--- src/rtl/wb_arbiter_pkg.sv ---
// Shared register-file constants and helpers for the writeback arbiter slice.
package wb_arbiter_pkg;

   localparam int unsigned REG_ADDR_W = 5;
   localparam int unsigned REG_DATA_W = 32;

   localparam int unsigned LU_FIFO_DEPTH   = 4;
   localparam int unsigned LU_STARVE_LIMIT = 8;

   localparam logic [REG_ADDR_W-1:0] REG_NOP       = '0;
   localparam logic [REG_DATA_W-1:0] ZERO_WORD     = '0;
   localparam logic                  WRITE_ENABLE  = 1'b1;
   localparam logic                  WRITE_DISABLE = 1'b0;
   localparam logic                  RST_ENABLE    = 1'b0;

   // A write to r0 is architecturally a no-op, so it never counts as a request.
   function automatic logic reg_write_req(input logic                  wreg,
                                          input logic [REG_ADDR_W-1:0] wa);
      return wreg && (wa != REG_NOP);
   endfunction

endpackage

--- src/rtl/wb_arbiter_if.sv ---
// Writeback bus: pipeline and long-unit sources in, regfile write port and stall out.
interface wb_arbiter_if;
   import wb_arbiter_pkg::*;

   logic                  mem_wreg;
   logic [REG_ADDR_W-1:0] mem_wa;
   logic [REG_DATA_W-1:0] mem_wd;

   logic                  lu_valid;
   logic [REG_ADDR_W-1:0] lu_wa;
   logic [REG_DATA_W-1:0] lu_wd;
   logic                  lu_ready;

   logic [REG_ADDR_W-1:0] wa;
   logic [REG_DATA_W-1:0] wd;
   logic                  we;
   logic                  stallreq;

   // Pipeline / long-unit side.
   modport master (
      output mem_wreg, mem_wa, mem_wd,
      output lu_valid, lu_wa, lu_wd,
      input  lu_ready,
      input  wa, wd, we, stallreq
   );

   // Arbiter side.
   modport slave (
      input  mem_wreg, mem_wa, mem_wd,
      input  lu_valid, lu_wa, lu_wd,
      output lu_ready,
      output wa, wd, we, stallreq
   );

endinterface

--- src/rtl/wb_fifo.sv ---
// Circular buffer of long-unit results with a per-entry valid tag that can be
// cleared by destination address (WAW squash) while the entry keeps its slot.
module wb_fifo
   import wb_arbiter_pkg::*;
#(
   parameter int unsigned DEPTH = LU_FIFO_DEPTH
)(
   input  logic                  clk,
   input  logic                  rst_n,
   input  logic                  i_push_en,
   input  logic [REG_ADDR_W-1:0] i_push_wa,
   input  logic [REG_DATA_W-1:0] i_push_wd,
   input  logic                  i_pop_en,
   input  logic                  i_squash_en,
   input  logic [REG_ADDR_W-1:0] i_squash_wa,
   output logic                  o_head_present_c,
   output logic                  o_head_valid_c,
   output logic [REG_ADDR_W-1:0] o_head_wa_c,
   output logic [REG_DATA_W-1:0] o_head_wd_c,
   output logic                  o_full_c
);

   localparam int unsigned PTR_W = $clog2(DEPTH);
   localparam int unsigned CNT_W = PTR_W + 1;

   logic                  r_valid [DEPTH];
   logic [REG_ADDR_W-1:0] r_wa    [DEPTH];
   logic [REG_DATA_W-1:0] r_wd    [DEPTH];

   logic [PTR_W-1:0] r_rd_ptr;
   logic [PTR_W-1:0] r_wr_ptr;
   logic [CNT_W-1:0] r_count;

   logic w_empty;
   logic w_push_ok;
   logic w_pop_ok;

   // Occupancy flags and guarded handshakes.
   assign w_empty   = (r_count == '0);
   assign o_full_c  = (r_count == CNT_W'(DEPTH));
   assign w_push_ok = i_push_en && !o_full_c;
   assign w_pop_ok  = i_pop_en && !w_empty;

   // Head view; a present head may carry a cleared tag.
   assign o_head_present_c = !w_empty;
   assign o_head_valid_c   = !w_empty && r_valid[r_rd_ptr];
   assign o_head_wa_c      = r_wa[r_rd_ptr];
   assign o_head_wd_c      = r_wd[r_rd_ptr];

   // Entry storage: squash matching tags, then write the new tail entry.
   always_ff @(posedge clk) begin
      if (rst_n == RST_ENABLE) begin
         for (int unsigned i = 0; i < DEPTH; i++) begin
            r_valid[PTR_W'(i)] <= 1'b0;
            r_wa[PTR_W'(i)]    <= REG_NOP;
            r_wd[PTR_W'(i)]    <= ZERO_WORD;
         end
      end else begin
         if (i_squash_en) begin
            for (int unsigned i = 0; i < DEPTH; i++) begin
               if (r_wa[PTR_W'(i)] == i_squash_wa) begin
                  r_valid[PTR_W'(i)] <= 1'b0;
               end
            end
         end
         if (w_push_ok) begin
            r_valid[r_wr_ptr] <= 1'b1;
            r_wa[r_wr_ptr]    <= i_push_wa;
            r_wd[r_wr_ptr]    <= i_push_wd;
         end
      end
   end

   // Wrapping pointers and occupancy count.
   always_ff @(posedge clk) begin
      if (rst_n == RST_ENABLE) begin
         r_rd_ptr <= '0;
         r_wr_ptr <= '0;
         r_count  <= '0;
      end else begin
         if (w_push_ok) begin
            r_wr_ptr <= r_wr_ptr + PTR_W'(1);
         end
         if (w_pop_ok) begin
            r_rd_ptr <= r_rd_ptr + PTR_W'(1);
         end
         case ({w_push_ok, w_pop_ok})
            2'b10:   r_count <= r_count + CNT_W'(1);
            2'b01:   r_count <= r_count - CNT_W'(1);
            default: r_count <= r_count;
         endcase
      end
   end

endmodule

--- src/rtl/wb_arbiter.sv ---
// Writeback arbiter: merges in-order pipeline results with buffered long-unit
// results onto the single regfile write port, one registered write per cycle.
module wb_arbiter
   import wb_arbiter_pkg::*;
#(
   parameter int unsigned DEPTH        = LU_FIFO_DEPTH,
   parameter int unsigned STARVE_LIMIT = LU_STARVE_LIMIT
)(
   input  logic         cpu_clk_50M,
   input  logic         cpu_rst_n,
   wb_arbiter_if.slave  bus
);

   localparam int unsigned SC_W = $clog2(STARVE_LIMIT + 1);

   logic                  w_mem_win;
   logic                  w_lu_ready;
   logic                  w_lu_accept;
   logic                  w_push;
   logic                  w_pop;
   logic                  w_head_blocked;
   logic                  w_full;
   logic                  w_head_present;
   logic                  w_head_valid;
   logic [REG_ADDR_W-1:0] w_head_wa;
   logic [REG_DATA_W-1:0] w_head_wd;

   logic [REG_ADDR_W-1:0] r_wa;
   logic [REG_DATA_W-1:0] r_wd;
   logic                  r_we;
   logic                  r_stallreq;
   logic [SC_W-1:0]       r_starve_cnt;

   // Source decode: the pipeline always wins, and an equal-address long-unit
   // result arriving alongside it is older, so it is dropped after handshake.
   assign w_mem_win      = reg_write_req(bus.mem_wreg, bus.mem_wa);
   assign w_lu_ready     = !w_full && cpu_rst_n;
   assign w_lu_accept    = bus.lu_valid && w_lu_ready;
   assign w_push         = w_lu_accept && (bus.lu_wa != REG_NOP)
                           && !(w_mem_win && (bus.mem_wa == bus.lu_wa));
   assign w_pop          = w_head_present && (!w_head_valid || !w_mem_win);
   assign w_head_blocked = w_head_valid && w_mem_win;

   assign bus.lu_ready = w_lu_ready;
   assign bus.wa       = r_wa;
   assign bus.wd       = r_wd;
   assign bus.we       = r_we;
   assign bus.stallreq = r_stallreq;

   wb_fifo #(
      .DEPTH (DEPTH)
   ) u_fifo (
      .clk              (cpu_clk_50M),
      .rst_n            (cpu_rst_n),
      .i_push_en        (w_push),
      .i_push_wa        (bus.lu_wa),
      .i_push_wd        (bus.lu_wd),
      .i_pop_en         (w_pop),
      .i_squash_en      (w_mem_win),
      .i_squash_wa      (bus.mem_wa),
      .o_head_present_c (w_head_present),
      .o_head_valid_c   (w_head_valid),
      .o_head_wa_c      (w_head_wa),
      .o_head_wd_c      (w_head_wd),
      .o_full_c         (w_full)
   );

   // Registered regfile write: pipeline first, then a valid FIFO head, else hold.
   always_ff @(posedge cpu_clk_50M) begin
      if (cpu_rst_n == RST_ENABLE) begin
         r_we <= WRITE_DISABLE;
         r_wa <= REG_NOP;
         r_wd <= ZERO_WORD;
      end else if (w_mem_win) begin
         r_we <= WRITE_ENABLE;
         r_wa <= bus.mem_wa;
         r_wd <= bus.mem_wd;
      end else if (w_head_valid) begin
         r_we <= WRITE_ENABLE;
         r_wa <= w_head_wa;
         r_wd <= w_head_wd;
      end else begin
         r_we <= WRITE_DISABLE;
      end
   end

   // Starvation watchdog: a one-cycle stall request after STARVE_LIMIT
   // consecutive cycles of the valid head losing to the pipeline.
   always_ff @(posedge cpu_clk_50M) begin
      if (cpu_rst_n == RST_ENABLE) begin
         r_starve_cnt <= '0;
         r_stallreq   <= 1'b0;
      end else if (w_head_blocked) begin
         if (r_starve_cnt == SC_W'(STARVE_LIMIT - 1)) begin
            r_starve_cnt <= '0;
            r_stallreq   <= 1'b1;
         end else begin
            r_starve_cnt <= r_starve_cnt + SC_W'(1);
            r_stallreq   <= 1'b0;
         end
      end else begin
         r_starve_cnt <= '0;
         r_stallreq   <= 1'b0;
      end
   end

endmodule

--- src/flat_wrapper.sv ---
// flat-port wrapper written by rule: the top's interface ports become plain ports
module wb_arbiter_flat import wb_arbiter_pkg::*;
#(
   parameter int unsigned DEPTH        = LU_FIFO_DEPTH,
   parameter int unsigned STARVE_LIMIT = LU_STARVE_LIMIT
)
  (cpu_clk_50M, cpu_rst_n, bus_mem_wreg, bus_mem_wa, bus_mem_wd, bus_lu_valid, bus_lu_wa, bus_lu_wd, bus_lu_ready, bus_wa, bus_wd, bus_we, bus_stallreq);
  wb_arbiter_if bus_i ();
  input  logic cpu_clk_50M;
  input  logic cpu_rst_n;
  input wire logic [$bits(bus_i.mem_wreg)-1:0] bus_mem_wreg;
  input wire logic [$bits(bus_i.mem_wa)-1:0] bus_mem_wa;
  input wire logic [$bits(bus_i.mem_wd)-1:0] bus_mem_wd;
  input wire logic [$bits(bus_i.lu_valid)-1:0] bus_lu_valid;
  input wire logic [$bits(bus_i.lu_wa)-1:0] bus_lu_wa;
  input wire logic [$bits(bus_i.lu_wd)-1:0] bus_lu_wd;
  output wire logic [$bits(bus_i.lu_ready)-1:0] bus_lu_ready;
  output wire logic [$bits(bus_i.wa)-1:0] bus_wa;
  output wire logic [$bits(bus_i.wd)-1:0] bus_wd;
  output wire logic [$bits(bus_i.we)-1:0] bus_we;
  output wire logic [$bits(bus_i.stallreq)-1:0] bus_stallreq;
  assign bus_i.mem_wreg = bus_mem_wreg;
  assign bus_i.mem_wa = bus_mem_wa;
  assign bus_i.mem_wd = bus_mem_wd;
  assign bus_i.lu_valid = bus_lu_valid;
  assign bus_i.lu_wa = bus_lu_wa;
  assign bus_i.lu_wd = bus_lu_wd;
  assign bus_lu_ready = bus_i.lu_ready;
  assign bus_wa = bus_i.wa;
  assign bus_wd = bus_i.wd;
  assign bus_we = bus_i.we;
  assign bus_stallreq = bus_i.stallreq;
  wb_arbiter #(.DEPTH(DEPTH), .STARVE_LIMIT(STARVE_LIMIT)) u_core (.cpu_clk_50M(cpu_clk_50M), .cpu_rst_n(cpu_rst_n), .bus(bus_i));
endmodule
--- config.mk ---
export PLATFORM = sky130hd
export DESIGN_NAME = wb_arbiter_flat
export DESIGN_NICKNAME = d
export VERILOG_FILES = /design/src/rtl/wb_arbiter_pkg.sv /design/src/rtl/wb_arbiter_if.sv /design/src/rtl/wb_fifo.sv /design/src/rtl/wb_arbiter.sv /design/src/flat_wrapper.sv
export SDC_FILE = /design/constraint.sdc
export NUM_CORES = 1
export LEC_CHECK = 0
export ABC_AREA = 1
export CORE_AREA = 2 2 139 127
export CTS_BUF_LIST = sky130_fd_sc_hd__clkbuf_4 sky130_fd_sc_hd__clkbuf_8
export DETAILED_ROUTE_END_ITERATION = 10
export DIE_AREA = 0 0 141 129
export GPL_TIMING_DRIVEN = 0
export PLACE_DENSITY = 0.81
export SLEW_MARGIN = 40
export SYNTH_ARGS = -nofsm -noshare
export SYNTH_HDL_FRONTEND = slang
export SYNTH_SLANG_ARGS = --single-unit
--- constraint.sdc ---
create_clock -name cpu_clk_50M -period 3.7 [get_ports cpu_clk_50M]
set_input_delay 0.555 -clock cpu_clk_50M [delete_from_list [all_inputs] [get_ports cpu_clk_50M]]
set_output_delay 0.555 -clock cpu_clk_50M [all_outputs]
set_load 0.005 [all_outputs]
==> flow_metrics.tcl, run 1 <==
set metrics [dict create \
    synth_edf_count 148 \
    rr_worst_depth 13 \
    synth-warning-count 0 \
    yosys-top-cells-area "edfxtp_1 47%, nor2_1 13%, dfxtp_1 12%" \
    avgSynthCellArea_um2 8.90 \
    routed_via_density 5.39 \
    nNetsFinal 1293 \
    multi_input_area_um2 3260 \
    stdcell_area_um2 11600 \
    fill_cells 1290 \
    whs_path_depth 5 \
    wl_mm 25.0 \
    syn_inst 1055 \
    yosys.area.top_type "edfxtp_1" \
    outcome "finished, final reports clean" \
    netlist_area_um2 9390 \
    initial_core_util 0.561 \
    vias 7793 \
    synth_cell_type_count 29 \
    place_area_um2 10900 \
    yosysMostFrequentCell "nor2_1" \
    ys_seq_area_frac 0.593 \
    die-height_um 129 \
    cts_resized 0 \
    clock_latency_ns 0.54 \
    antenna_found_initial 0 \
    cts_root_buffer "clkbuf_8" \
    r2r_setup_slack_ns 1.17 \
    routabilityCongestion 0.855 \
    finalCritPeriodShare 0.854 \
    cts_setup_buffers 0 \
    post-route-min-period_ns 3.16 \
    hpwl_mm 17.1 \
    die-area_um2 18200 \
    dr.pass1.iters 7 \
    setup_ws_ns 0.540 \
    dp_slack_ns 0.203 \
    die_width_um 141 \
    total_leakage_power_nw 4.81 \
    critical_path_required_ns 3.14 \
    yosys-top-cells-count "328 x nor2_1, 165 x nand2_1, 148 x edfxtp_1" \
    peakVddDrop_mv 0.304 \
    crit_path_end_kind "output port" \
    cts.sinks 204 \
    drcViolationCount 0 \
    clkSlewWorstSetupHoldPaths_ns 0.06 \
    crit_path_start_kind "input pin" \
    grt_pass1_vias 7637 \
    crit_type "input pin to output port" \
    cp_max_fo 10 \
    clockBufferDepth 3 \
    finalHoldViolations 0 \
    ys_async_sr_fraction 0 \
    core_area_um2 16700 \
    dominantRegCellSynth "edfxtp_1" \
    cts.hold.buffers_added 0 \
    skew_ns 0.0267 \
    drive_gt1_frac 0.105 \
    detail_route.wl_per_cell_um 17.3 \
    max_cap_violations 0 \
    hp-class "input pin to register" \
    timing.hold.ws_ns 0.433 \
    gr-total-overflow 0 \
    rsz0062_at_grt "no" \
    slew_viol_final 0 \
    drt_iter0_drc 737 \
    setup_tns_ns 0 \
    grt_pass1_wl_mm 39.2 \
    syn_nets 1140 \
    worstPathArrival_ns 2.61 \
    power_w 0.00725 \
    max_freq_mhz 316 \
    powerDensity_nw_per_um2 626 \
    ys_seq_elements 204 \
    num_antenna_cells 0 \
    grt_max_degree 38 \
    tightest_slew_ns 0.769 \
    register_area_um2 5570 \
    final-setup-viol-count 0 \
    cts_buffers 35 \
    maxSlewHeadroom 0.487 \
    ctsHtreeMaxLevel 2 \
    cts_tree "built" \
    boundaryPins 118 \
    grt_util_all_layers 0.281 \
    port_buffers 112 \
    area_growth_pct 23.4 \
    rows 45 \
    ant_nets 0 \
    synth_top_area_frac 0.474 \
]
## cell families after synthesis
kind of cell    count (synthesis)  share of synthesized area
simple gates                  545                      0.230
fa+ha+maj                       7                     0.0101
buf+inv                       125                     0.0633
xor+xnor                       26                     0.0243
compound gates                148                     0.0797
flops                         204                      0.593
## sequential cells by signal (all words and copies together) (netlist names), named ones only
signal,flops
u_core.bus.wa,5
u_core.u_fifo.r_wd,128
u_core.bus.stallreq,1
u_core.u_fifo.r_wr_ptr,2
u_core.r_starve_cnt,4
u_core.u_fifo.r_valid,4
u_core.u_fifo.r_wa,20
u_core.u_fifo.r_count,3
u_core.u_fifo.r_rd_ptr,2
u_core.bus.wd,32
u_core.bus.we,1
## layout make-up
class                      count  area share
buffer                        65      0.0319
tap                          211      0.0228
sequential                   204       0.481
timing repair buffer         116       0.104
clock buffer                  55      0.0573
inverter                      60      0.0194
clock inverter                 8     0.00292
multi-input combinational    726       0.281
## through the flow
step                std cells   util
finish                   1445  0.692
global route             1445  0.692
CTS                      1445  0.692
detailed placement       1382  0.651
global placement         1378  0.644
floorplan                1055      -
## worst paths after layout
check | start | endpoint
setup / recovery | cpu_rst_n | bus_lu_ready
hold / removal | bus_mem_wa[2] | u_core.bus.wa[2]
setup reg to reg | u_core.u_fifo.r_count[0] | u_core.u_fifo.r_count[2]
hold reg to reg | u_core.r_starve_cnt[0] | u_core.r_starve_cnt[0]
## cells in the final DEF (no fill, tap or decap)
master / n
buf_16: 1
clkdlybuf4s50_1: 112
inv_1: 51
nand4_2: 1
a21oi_1: 9
nor2_4: 1
edfxtp_1: 148
dfxtp_1: 56
a31oi_1: 1
clkbuf_8: 40
a21oi_2: 1
buf_8: 1
buf_6: 7
nor2_1: 327
inv_2: 9
fa_1: 1
o21ai_1: 31
buf_2: 22
clkinv_2: 3
xor2_1: 9
nor2_2: 10
nand3_4: 1
buf_12: 2
clkinv_1: 5
o21bai_1: 1
nand4_1: 6
o21ai_0: 105
buf_4: 12
nand2_4: 3
xnor2_1: 17
nor3_1: 2
clkbuf_1: 20
nand2_2: 1
buf_1: 4
nand2_1: 162
nand3b_1: 1
clkbuf_4: 15
ha_1: 6
nand3_1: 30
## power by group
group          switching (W)  internal [W]  total (W)
combinational        0.00135      0.000849    0.00220
clock               0.000896       0.00114    0.00203
sequential          0.000170       0.00285    0.00302
total                0.00241       0.00483    0.00725
## worst max-delay path: stages
cell and delay, ns:
clkdlybuf4s50_1 0.68, clkbuf_1 0.38, inv_1 0.26, a31oi_1 0.20, clkdlybuf4s50_1 0.52
## routing by layer
layer  track usage  vias to the layer above  routed length (um)
met3        0.0465                       77                2220
met1         0.361                     3577               10100
met2         0.473                      405               11700
li1              -                     3734                   -
met5             0                        -                   0
met4         0.131                        0                1020
(Power assumes the default switching activity.)
==> inputs of run 2 (changes only) <==
--- a/config.mk
+++ b/config.mk
@@ -6,6 +6,7 @@
 export NUM_CORES = 1
 export LEC_CHECK = 0
 export ABC_AREA = 1
+export ABC_CLOCK_PERIOD_IN_PS = 3700
 export CORE_AREA = 2 2 139 127
 export CTS_BUF_LIST = sky130_fd_sc_hd__clkbuf_4 sky130_fd_sc_hd__clkbuf_8
 export DETAILED_ROUTE_END_ITERATION = 10
==> results of run 2 <==
Final layout, timing and power as in run 1 (identical DEF).
==> inputs of run 3 (changes only) <==
--- a/config.mk
+++ b/config.mk
@@ -5,14 +5,13 @@
 export SDC_FILE = /design/constraint.sdc
 export NUM_CORES = 1
 export LEC_CHECK = 0
-export ABC_AREA = 1
 export ABC_CLOCK_PERIOD_IN_PS = 3700
-export CORE_AREA = 2 2 139 127
+export CORE_AREA = 2 2 141 129
 export CTS_BUF_LIST = sky130_fd_sc_hd__clkbuf_4 sky130_fd_sc_hd__clkbuf_8
 export DETAILED_ROUTE_END_ITERATION = 10
-export DIE_AREA = 0 0 141 129
+export DIE_AREA = 0 0 143 131
 export GPL_TIMING_DRIVEN = 0
-export PLACE_DENSITY = 0.81
+export PLACE_DENSITY = 0.8
 export SLEW_MARGIN = 40
 export SYNTH_ARGS = -nofsm -noshare
 export SYNTH_HDL_FRONTEND = slang
==> flow_metrics.tcl, run 3 <==
set metrics [dict create \
    max_freq_mhz 298 \
    grt_util_all_layers 0.248 \
    switching_share 0.299 \
    dr.pass1.iters 5 \
    syn_nets 788 \
    peakVddDrop_mv 0.294 \
    cts.sinks 204 \
    die-area_um2 18700 \
    largest_register_ffs 128 \
    total_leakage_power_nw 4.14 \
    area_growth_pct 23.8 \
    yosys.area.top_type "edfxtp_1" \
    outcome "finished, final reports clean" \
    ys_seq_elements 204 \
    num_antenna_cells 0 \
    fin_util 0.689 \
    wl_mm 22.9 \
    synth_top_area_frac 0.461 \
    max_cap_violations 0 \
    rsz0062_at_grt "no" \
    worstPathArrival_ns 3.79 \
    antenna_found_initial 0 \
    fill_cells 1197 \
    cts_tree "built" \
    detail_route.wl_per_cell_um 20.3 \
    netlist_area_um2 9640 \
    die-height_um 131 \
    grt_pass1_wl_mm 34.8 \
    cts_resized 0 \
    synth_edf_count 148 \
    boundaryPins 118 \
    ant_nets 0 \
    nNetsFinal 947 \
    setup_ws_ns 0.343 \
    initial_core_util 0.556 \
    drive_gt1_frac 0.287 \
    p_comb_frac 0.263 \
    ys_seq_area_frac 0.577 \
    hp-class "input pin to register" \
    drcViolationCount 0 \
    largest_register "u_core.u_fifo.r_wd" \
    syn_inst 703 \
    layout_commonest_cell "edfxtp_1" \
    maxSlewHeadroom 0.410 \
    instances_no_fill 1127 \
    ys_async_sr_fraction 0 \
    core_area_um2 17300 \
    drt_iter0_drc 371 \
    cts_buffers 35 \
    clock_latency_ns 0.52 \
    avgSynthCellArea_um2 13.7 \
    rows 46 \
    critical_path_required_ns 4.13 \
    post-route-min-period_ns 3.36 \
    crit_path_end_kind "register" \
    yosysMostFrequentCell "edfxtp_1" \
    cts.hold.buffers_added 0 \
    synth_cell_type_count 41 \
    dp_slack_ns -0.395 \
    die_width_um 143 \
    skew_ns 0.0266 \
    cp_max_fo 19 \
    hpwl_mm 15.9 \
    yosys-top-cells-count "148 x edfxtp_1, 111 x nor3_2, 56 x dfxtp_1" \
    crit_path_start_kind "input pin" \
    routed_via_density 5.61 \
    register_area_um2 5570 \
    crit_type "input pin to register" \
    multi_input_area_um2 3620 \
    cts_setup_buffers 0 \
    gr-total-overflow 0 \
    port_buffers 112 \
    dominantRegCellSynth "edfxtp_1" \
    ctsHtreeMaxLevel 2 \
    pwr-share-seq 0.431 \
    power.internal_w 0.00463 \
    finalCritPeriodShare 0.907 \
    layout_common_cells "148 x edfxtp_1, 112 x clkdlybuf4s50_1, 111 x nor3_2" \
    clkPwrFrac 0.306 \
    routabilityCongestion 0.834 \
    grt_pass1_vias 6523 \
    switchingPower_w 0.00198 \
    slew_viol_final 0 \
    synth-warning-count 0 \
    setup_tns_ns 0 \
    placed_cells 1065 \
    tightest_slew_ns 0.886 \
    finalHoldViolations 0 \
    clkSlewWorstSetupHoldPaths_ns 0.06 \
    powerDensity_nw_per_um2 554 \
    final-setup-viol-count 0 \
    cts_root_buffer "clkbuf_8" \
    yosys-top-cells-area "edfxtp_1 46%, dfxtp_1 12%, nor3_2 12%" \
    vias 6320 \
    grt_max_degree 17 \
    clockBufferDepth 3 \
]
==> run 3: power by group through the flow <==
| stage | Sequential (W) | Combinational, W | Clock [W] |
|---|---|---|---|
| 6_report | 0.00285 | 0.00174 | 0.00202 |
| 5_1_grt | 0.00287 | 0.00186 | 0.00214 |
| 4_1_cts | 0.00285 | 0.00173 | 0.00204 |
| 3_5_place_dp | 0.00289 | 0.00173 | 0 |
| 3_3_place_gp | 0.00288 | 0.00165 | 0 |
| 2_1_floorplan | 0.00287 | 0.00114 | 0 |
==> run 3: area by class of cell <==
class,count,share of cell area
plain buffers,56,0.0276
repair buffers,123,0.105
well taps,240,0.0252
flip-flops and latches,204,0.466
clock buffers,55,0.0555
inverters,45,0.0141
clock inverters,7,0.00252
multi-input cells,397,0.304
==> run 3: final timing paths <==
| path | startpoint | end | slack, ns | cells after the start |
|---|---|---|---|---|
| hold reg to reg | u_core.r_starve_cnt[0] | u_core.r_starve_cnt[0] | 0.47 | 1 |
| setup / recovery | bus_lu_wa[1] | u_core.u_fifo.r_count[2] | 0.34 | 12 |
| hold / removal | bus_mem_wa[0] | u_core.bus.wa[0] | 0.39 | 3 |
| setup reg to reg | u_core.u_fifo.r_count[2] | u_core.u_fifo.r_count[2] | 0.70 | 11 |
==> run 3: stage by stage <==
| stage | cell area, um^2 | hold WS (ns) | power (W) |
|---|---|---|---|
| after floorplan | 9650 | 0.428 | 0.00401 |
| after CTS | 11900 | 0.381 | 0.00663 |
| after global placement | 11100 | 0.436 | 0.00453 |
| after global routing | 11900 | 0.400 | 0.00687 |
| after detailed placement | 11200 | 0.472 | 0.00462 |
| final | 11900 | 0.395 | 0.00661 |
==> run 3: worst max-delay path: stages <==
cell	delay [ns]
clkdlybuf4s50_1	0.50
or4_1	0.55
o211ai_1	0.27
a311oi_4	0.11
inv_2	0.11
buf_4	0.32
ha_1	0.25
inv_1	0.07
fa_1	0.44
xor2_1	0.17
or3_1	0.30
a21boi_0	0.15
==> run 3: metal layers <==
layer,vias up,part of all wire,GRT usage
met5,-,0,0
met4,0,0.033,0.103
met3,61,0.074,0.0525
met2,247,0.50,0.421
met1,3131,0.40,0.315
li1,2881,-,-
==> run 3: cell families (layout without fill, tap and decap cells) <==
family / after synthesis / in the layout / share of synthesized area
AOI/OAI and AO/OA: 57 / 57 / 0.0375
DFF: 204 / 204 / 0.577
xor gates and xnor gates: 28 / 28 / 0.0254
muxes: 79 / 79 / 0.131
and+or+nand+nor: 226 / 226 / 0.167
buffers and inverters: 102 / 286 / 0.0517
adders and majority gates: 7 / 7 / 0.00986
